===== src/rtl/pwm_capture_pkg.sv =====
// pwm_capture_pkg: shared state encoding and sizing constants for the PWM capture block
package pwm_capture_pkg;
  localparam int CAP_WIDTH = 16;
  localparam logic [CAP_WIDTH-1:0] CAP_CNT_MAX = '1;
  localparam logic [1:0] CAP_IDLE = 2'd0;
  localparam logic [1:0] CAP_ARMED = 2'd1;
  localparam logic [1:0] CAP_MEASURE = 2'd2;
endpackage


===== src/rtl/project_pwm_capture_edge.sv =====
// project_pwm_capture_edge: synchronizes the PWM pin, applies inversion and detects edges
//   i_clk/i_reset_n : clock, async active-low reset
//   i_pwm           : asynchronous pin
//   i_invert        : invert the synchronized level
//   o_s             : synchronized (optionally inverted) level
//   o_rise/o_fall   : single-cycle edge strobes of o_s
module project_pwm_capture_edge #(
  parameter int SYNC_STAGES = 2
) (
  input  logic i_clk,
  input  logic i_reset_n,
  input  logic i_pwm,
  input  logic i_invert,
  output logic o_s,
  output logic o_rise,
  output logic o_fall
);
  logic [SYNC_STAGES-1:0] r_sync;
  logic r_s_d;
  logic w_s;
  always_ff @(posedge i_clk or negedge i_reset_n) begin
    if (!i_reset_n) begin
      r_sync <= '0;
      r_s_d <= 1'b0;
    end else begin
      r_sync <= {r_sync[SYNC_STAGES-2:0], i_pwm};
      r_s_d <= w_s;
    end
  end
  // inversion sits after the synchronizer, so toggling it looks like a pin edge
  assign w_s = r_sync[SYNC_STAGES-1] ^ i_invert;
  assign o_s = w_s;
  assign o_rise = w_s & ~r_s_d;
  assign o_fall = ~w_s & r_s_d;
endmodule


===== src/rtl/project_pwm_capture.sv =====
// project_pwm_capture: measures period and active time of an external PWM waveform
//   i_clk/i_reset_n : clock, async active-low reset
//   i_en            : capture enable; low forces IDLE
//   i_invert        : measure low time instead of high time
//   i_clear         : clears the sticky overflow flag
//   i_pwm           : asynchronous PWM input
//   o_period/o_high : last measured period and active time in clock cycles
//   o_valid         : one-cycle strobe when results update
//   o_overflow      : sticky, counter saturated without a rising edge
//   o_busy          : high while measuring
module project_pwm_capture
  import pwm_capture_pkg::*;
#(
  parameter int WIDTH = CAP_WIDTH,
  parameter int SYNC_STAGES = 2
) (
  input  logic             i_clk,
  input  logic             i_reset_n,
  input  logic             i_en,
  input  logic             i_invert,
  input  logic             i_clear,
  input  logic             i_pwm,
  output logic [WIDTH-1:0] o_period,
  output logic [WIDTH-1:0] o_high,
  output logic             o_valid,
  output logic             o_overflow,
  output logic             o_busy
);
  localparam logic [WIDTH-1:0] CNT_MAX = '1;
  logic [1:0] r_state;
  logic [WIDTH-1:0] r_cnt;
  logic [WIDTH-1:0] r_high_latch;
  logic [WIDTH-1:0] r_period;
  logic [WIDTH-1:0] r_high;
  logic r_valid;
  logic r_overflow;
  logic w_s;
  logic w_rise;
  logic w_fall;
  logic w_measure;
  logic w_ovf_set;
  project_pwm_capture_edge #(.SYNC_STAGES(SYNC_STAGES)) u_edge (
    .i_clk    (i_clk),
    .i_reset_n(i_reset_n),
    .i_pwm    (i_pwm),
    .i_invert (i_invert),
    .o_s      (w_s),
    .o_rise   (w_rise),
    .o_fall   (w_fall)
  );
  assign w_measure = (r_state == CAP_MEASURE);
  // saturation with no closing edge: 0%/100% duty or a stopped source
  assign w_ovf_set = i_en & w_measure & ~w_rise & (r_cnt == CNT_MAX);
  always_ff @(posedge i_clk or negedge i_reset_n) begin
    if (!i_reset_n) begin
      r_state <= CAP_IDLE;
      r_cnt <= '0;
      r_high_latch <= '0;
      r_period <= '0;
      r_high <= '0;
      r_valid <= 1'b0;
      r_overflow <= 1'b0;
    end else begin
      r_valid <= 1'b0;
      r_overflow <= w_ovf_set | (r_overflow & ~i_clear);
      if (!i_en) begin
        r_state <= CAP_IDLE;
        r_cnt <= '0;
        r_high_latch <= '0;
      end else if (r_state == CAP_IDLE) begin
        r_state <= CAP_ARMED;
      end else if (!w_measure) begin
        if (w_rise) begin
          r_state <= CAP_MEASURE;
          r_cnt <= WIDTH'(1);
          r_high_latch <= '0;
        end
      end else if (w_rise) begin
        r_period <= r_cnt;
        r_high <= r_high_latch;
        r_valid <= 1'b1;
        r_cnt <= WIDTH'(1);
        r_high_latch <= '0;
      end else if (r_cnt == CNT_MAX) begin
        r_state <= CAP_ARMED;
      end else begin
        r_cnt <= r_cnt + WIDTH'(1);
        if (w_fall) r_high_latch <= r_cnt;
      end
    end
  end
  assign o_period = r_period;
  assign o_high = r_high;
  assign o_valid = r_valid;
  assign o_overflow = r_overflow;
  assign o_busy = w_measure;
  logic w_unused;
  assign w_unused = w_s;
endmodule

===== config.mk =====
export PLATFORM = sky130hd
export DESIGN_NAME = project_pwm_capture
export DESIGN_NICKNAME = d
export VERILOG_FILES = /design/src/rtl/pwm_capture_pkg.sv /design/src/rtl/project_pwm_capture_edge.sv /design/src/rtl/project_pwm_capture.sv
export SDC_FILE = /design/constraint.sdc
export NUM_CORES = 1
export LEC_CHECK = 0
export ABC_AREA = 0
export CAP_MARGIN = 5
export CORE_ASPECT_RATIO = 1.75
export CORE_MARGIN = 10
export CORE_UTILIZATION = 40
export CTS_BUF_LIST = sky130_fd_sc_hd__clkbuf_2 sky130_fd_sc_hd__clkbuf_4 sky130_fd_sc_hd__clkbuf_8
export DETAILED_ROUTE_END_ITERATION = 8
export MAX_ROUTING_LAYER = met4
export PLACE_DENSITY_LB_ADDON = 0.12
export SYNTH_ARGS = -nofsm -noshare
export SYNTH_HDL_FRONTEND = slang
export SYNTH_SLANG_ARGS = --single-unit
export TNS_END_PERCENT = 100

===== constraint.sdc =====
create_clock -name i_clk -period 5.4 [get_ports i_clk]
set_input_delay 1.62 -clock i_clk [delete_from_list [all_inputs] [get_ports i_clk]]
set_output_delay 1.62 -clock i_clk [all_outputs]
set_load 0.01 [all_outputs]

==> impl_metrics.env <==
export IMPL_status="completed"
export IMPL_gr_total_overflow=0
export IMPL_ys_types=33
export IMPL_area_growth_pct=22.77
export IMPL_fp_dieW_um=86.07
export IMPL_max_cap_viol_count=0
export IMPL_gp_congestion=0.7937
export IMPL_wire_per_inst_um=17.34
export IMPL_crit_fanout=10
export IMPL_fmax_mhz=283.7
export IMPL_crit_path_end_kind="flip-flop"
export IMPL_multiInputGateArea_um2=1146
export IMPL_ff_latch_area_um2=1777
export IMPL_routed_via_count=2102
export IMPL_synth_edf_count=0
export IMPL_final_cell_mix="dfrtp_1 (71), clkdlybuf4s50_1 (39), mux2_2 (32)"
export IMPL_p_total_mw=1.006
export IMPL_worst_setup_path_start_kind="primary input"
export IMPL_syn_cell_area_um2=3055
export IMPL_grt_pass1_vias=2303
export IMPL_endpoint="r_high_latch[3]"
export IMPL_worst_pin_slew_ns=0.9061
export IMPL_clk_pin_slew_ns=0.07
export IMPL_initial_core_util=0.4066
export IMPL_yosys_warnings=0
export IMPL_p_leak_nw=1.675
export IMPL_synth_avg_cell_area_um2=11.84
export IMPL_synth_ff_type="dfrtp_1"
export IMPL_finalNonFillerCells=396
export IMPL_drive_gt1_frac=0.1851
export IMPL_synthArstFlopShare=1.000
export IMPL_slew_headroom=0.3959
export IMPL_critPathArrivalTime_ns=3.80
export IMPL_grt_pass1_wl_um=11550
export IMPL_p_per_area_nw_per_um2=268.1
export IMPL_clock_latency_ns=0.36
export IMPL_gr_usage_all_layers=0.1296
export IMPL_first_pass_iters=4
export IMPL_seq_area_frac_synth=0.5815
export IMPL_mostFrequentLayoutCell="dfrtp_1"
export IMPL_syn_nets=265
export IMPL_path_class="in -> reg"
export IMPL_worstHoldPathType="reg -> reg"
export IMPL_cts_buffer_depth=2
export IMPL_reg2regPathDepth=5
export IMPL_synth_seq_cells=71
export IMPL_gr_usage_met2=0.2145
export IMPL_die_area_um2=11670
export IMPL_tritoncts="built"
export IMPL_crit_required_ns=5.67
export IMPL_drtAntennaViolNets=0
export IMPL_cts_resized=0
export IMPL_final_util=0.4992
export IMPL_grt_antenna_before_repair=0
export IMPL_timing_rr_start="u_edge.r_sync[1]"
export IMPL_post_route_min_period_ns=3.525
export IMPL_cts_buffers=9
export IMPL_rsz0062_at_grt="no"
export IMPL_postCtsSetupRepairBufs=0
export IMPL_num_antenna_cells=0
export IMPL_period_share=0.6528
export IMPL_avgViaCountPerCell=5.308
export IMPL_num_fill_cells=703
export IMPL_synthCells=258
export IMPL_htree_levels=3
export IMPL_peakVddDrop_mv=0.1588
export IMPL_dp_cells=381
export IMPL_num_rows=42
export IMPL_core_area_um2=7515
export IMPL_design_area_um2=3751
export IMPL_fin_setup_tns_ns=0
export IMPL_busiest_layer="met2"
export IMPL_finalSetupViolations=0
export IMPL_drt_iter0_drc=141
export IMPL_hold_buffers=0
export IMPL_report_final_hold_viol_count=0
export IMPL_chipHeight_um=135.6
export IMPL_port_buffers=40
export IMPL_placed_area_um2=3563
export IMPL_skew_ns=0.006645
export IMPL_r2r_end="r_high_latch[3]"
export IMPL_cts_root_buffer="clkbuf_8"
export IMPL_cp_startpoint="i_invert"
export IMPL_met1_usage=0.1346
export IMPL_dp_hpwl_um=4838
export IMPL_grt_max_degree=41
export IMPL_ios=41
export IMPL_drv_slew=0
export IMPL_drc=0
export IMPL_use_met3=0.03434
export IMPL_nets=311
export IMPL_drt_wl_total_um=6868
export IMPL_clkSinkCount=71
export IMPL_r2r_slack_ns=3.20
[synthesized netlist by cell type (4+ instances only)]
master | instances | share of area
a21oi_1 | 12 | 0.020
a31oi_1 | 4 | 0.0082
buf_2 | 5 | 0.0082
dfrtp_1 | 71 | 0.58
inv_1 | 26 | 0.032
mux2_2 | 32 | 0.12
mux2i_1 | 19 | 0.062
nand2_1 | 26 | 0.032
nand3_1 | 4 | 0.0066
nand4_1 | 5 | 0.010
nor2_1 | 6 | 0.0074
o31ai_1 | 9 | 0.022
or4_1 | 8 | 0.020
[metrics by stage]
step                      setup WS, ns  hold slack, ns
after detailed placement         1.513          0.3373
after global placement           1.586          0.3339
final                            1.875          0.3507
after global routing             1.653          0.3720
after floorplan                  2.389          0.3312
after CTS                        1.880          0.3529
[cell type report]
| cell class | count | area share |
|---|---|---|
| well taps | 88 | 0.02935 |
| flip-flops and latches | 71 | 0.4736 |
| inverters | 26 | 0.02602 |
| clock buffers | 15 | 0.05003 |
| multi-input cells | 151 | 0.3055 |
| repair buffers | 45 | 0.1154 |
[routing by layer]
layer,wire (µm),share of wire,vias up
met5,0,0,-
met1,2730,0.40,1061
met2,3701,0.54,38
met3,301,0.044,11
li1,-,-,992
met4,134,0.020,0
[state kept, by name (all words and copies together), names as in the netlist]
signal         count
o_overflow         1
r_high_latch      16
u_edge.r_sync      2
r_state            2
o_valid            1
o_period          16
u_edge.r_s_d       1
o_high            16
r_cnt             16
[worst min-delay path by stage]
stage                     startpoint                to  slack (ns)  cells after the start
floorplan           u_edge.r_sync[0]  u_edge.r_sync[1]        0.33                      0
global placement    u_edge.r_sync[0]  u_edge.r_sync[1]        0.33                      0
detailed placement  u_edge.r_sync[0]  u_edge.r_sync[1]        0.34                      0
CTS                 u_edge.r_sync[0]  u_edge.r_sync[1]        0.35                      0
global route        u_edge.r_sync[0]  u_edge.r_sync[1]        0.37                      0
finish              u_edge.r_sync[0]  u_edge.r_sync[1]        0.35                      0
[power breakdown]
part | switching (mW) | internal, mW | leakage, nW | total, mW
Combinational | 0.0345 | 0.0210 | 0.595 | 0.0554
Clock | 0.187 | 0.218 | 0.100 | 0.405
Sequential | 0.00675 | 0.538 | 0.980 | 0.545
Total | 0.229 | 0.777 | 1.67 | 1.01
[critical path, cell delays in order]
cell,delay [ns]
clkdlybuf4s50_1,0.41
xnor2_1,0.60
nand3_1,0.18
o21ai_2,0.44
buf_4,0.31
mux2i_1,0.23
[logic make-up after synthesis]
group                      share of synthesized area
xor gates and xnor gates                    0.002867
adders and majority gates                   0.004094
muxes                                         0.1802
buffers and inverters                        0.04791
DFF                                           0.5815
and+or+nand+nor                               0.1106
AOI/OAI and AO/OA                            0.07289
No activity file was read; power rests on OpenSTA's default activity.
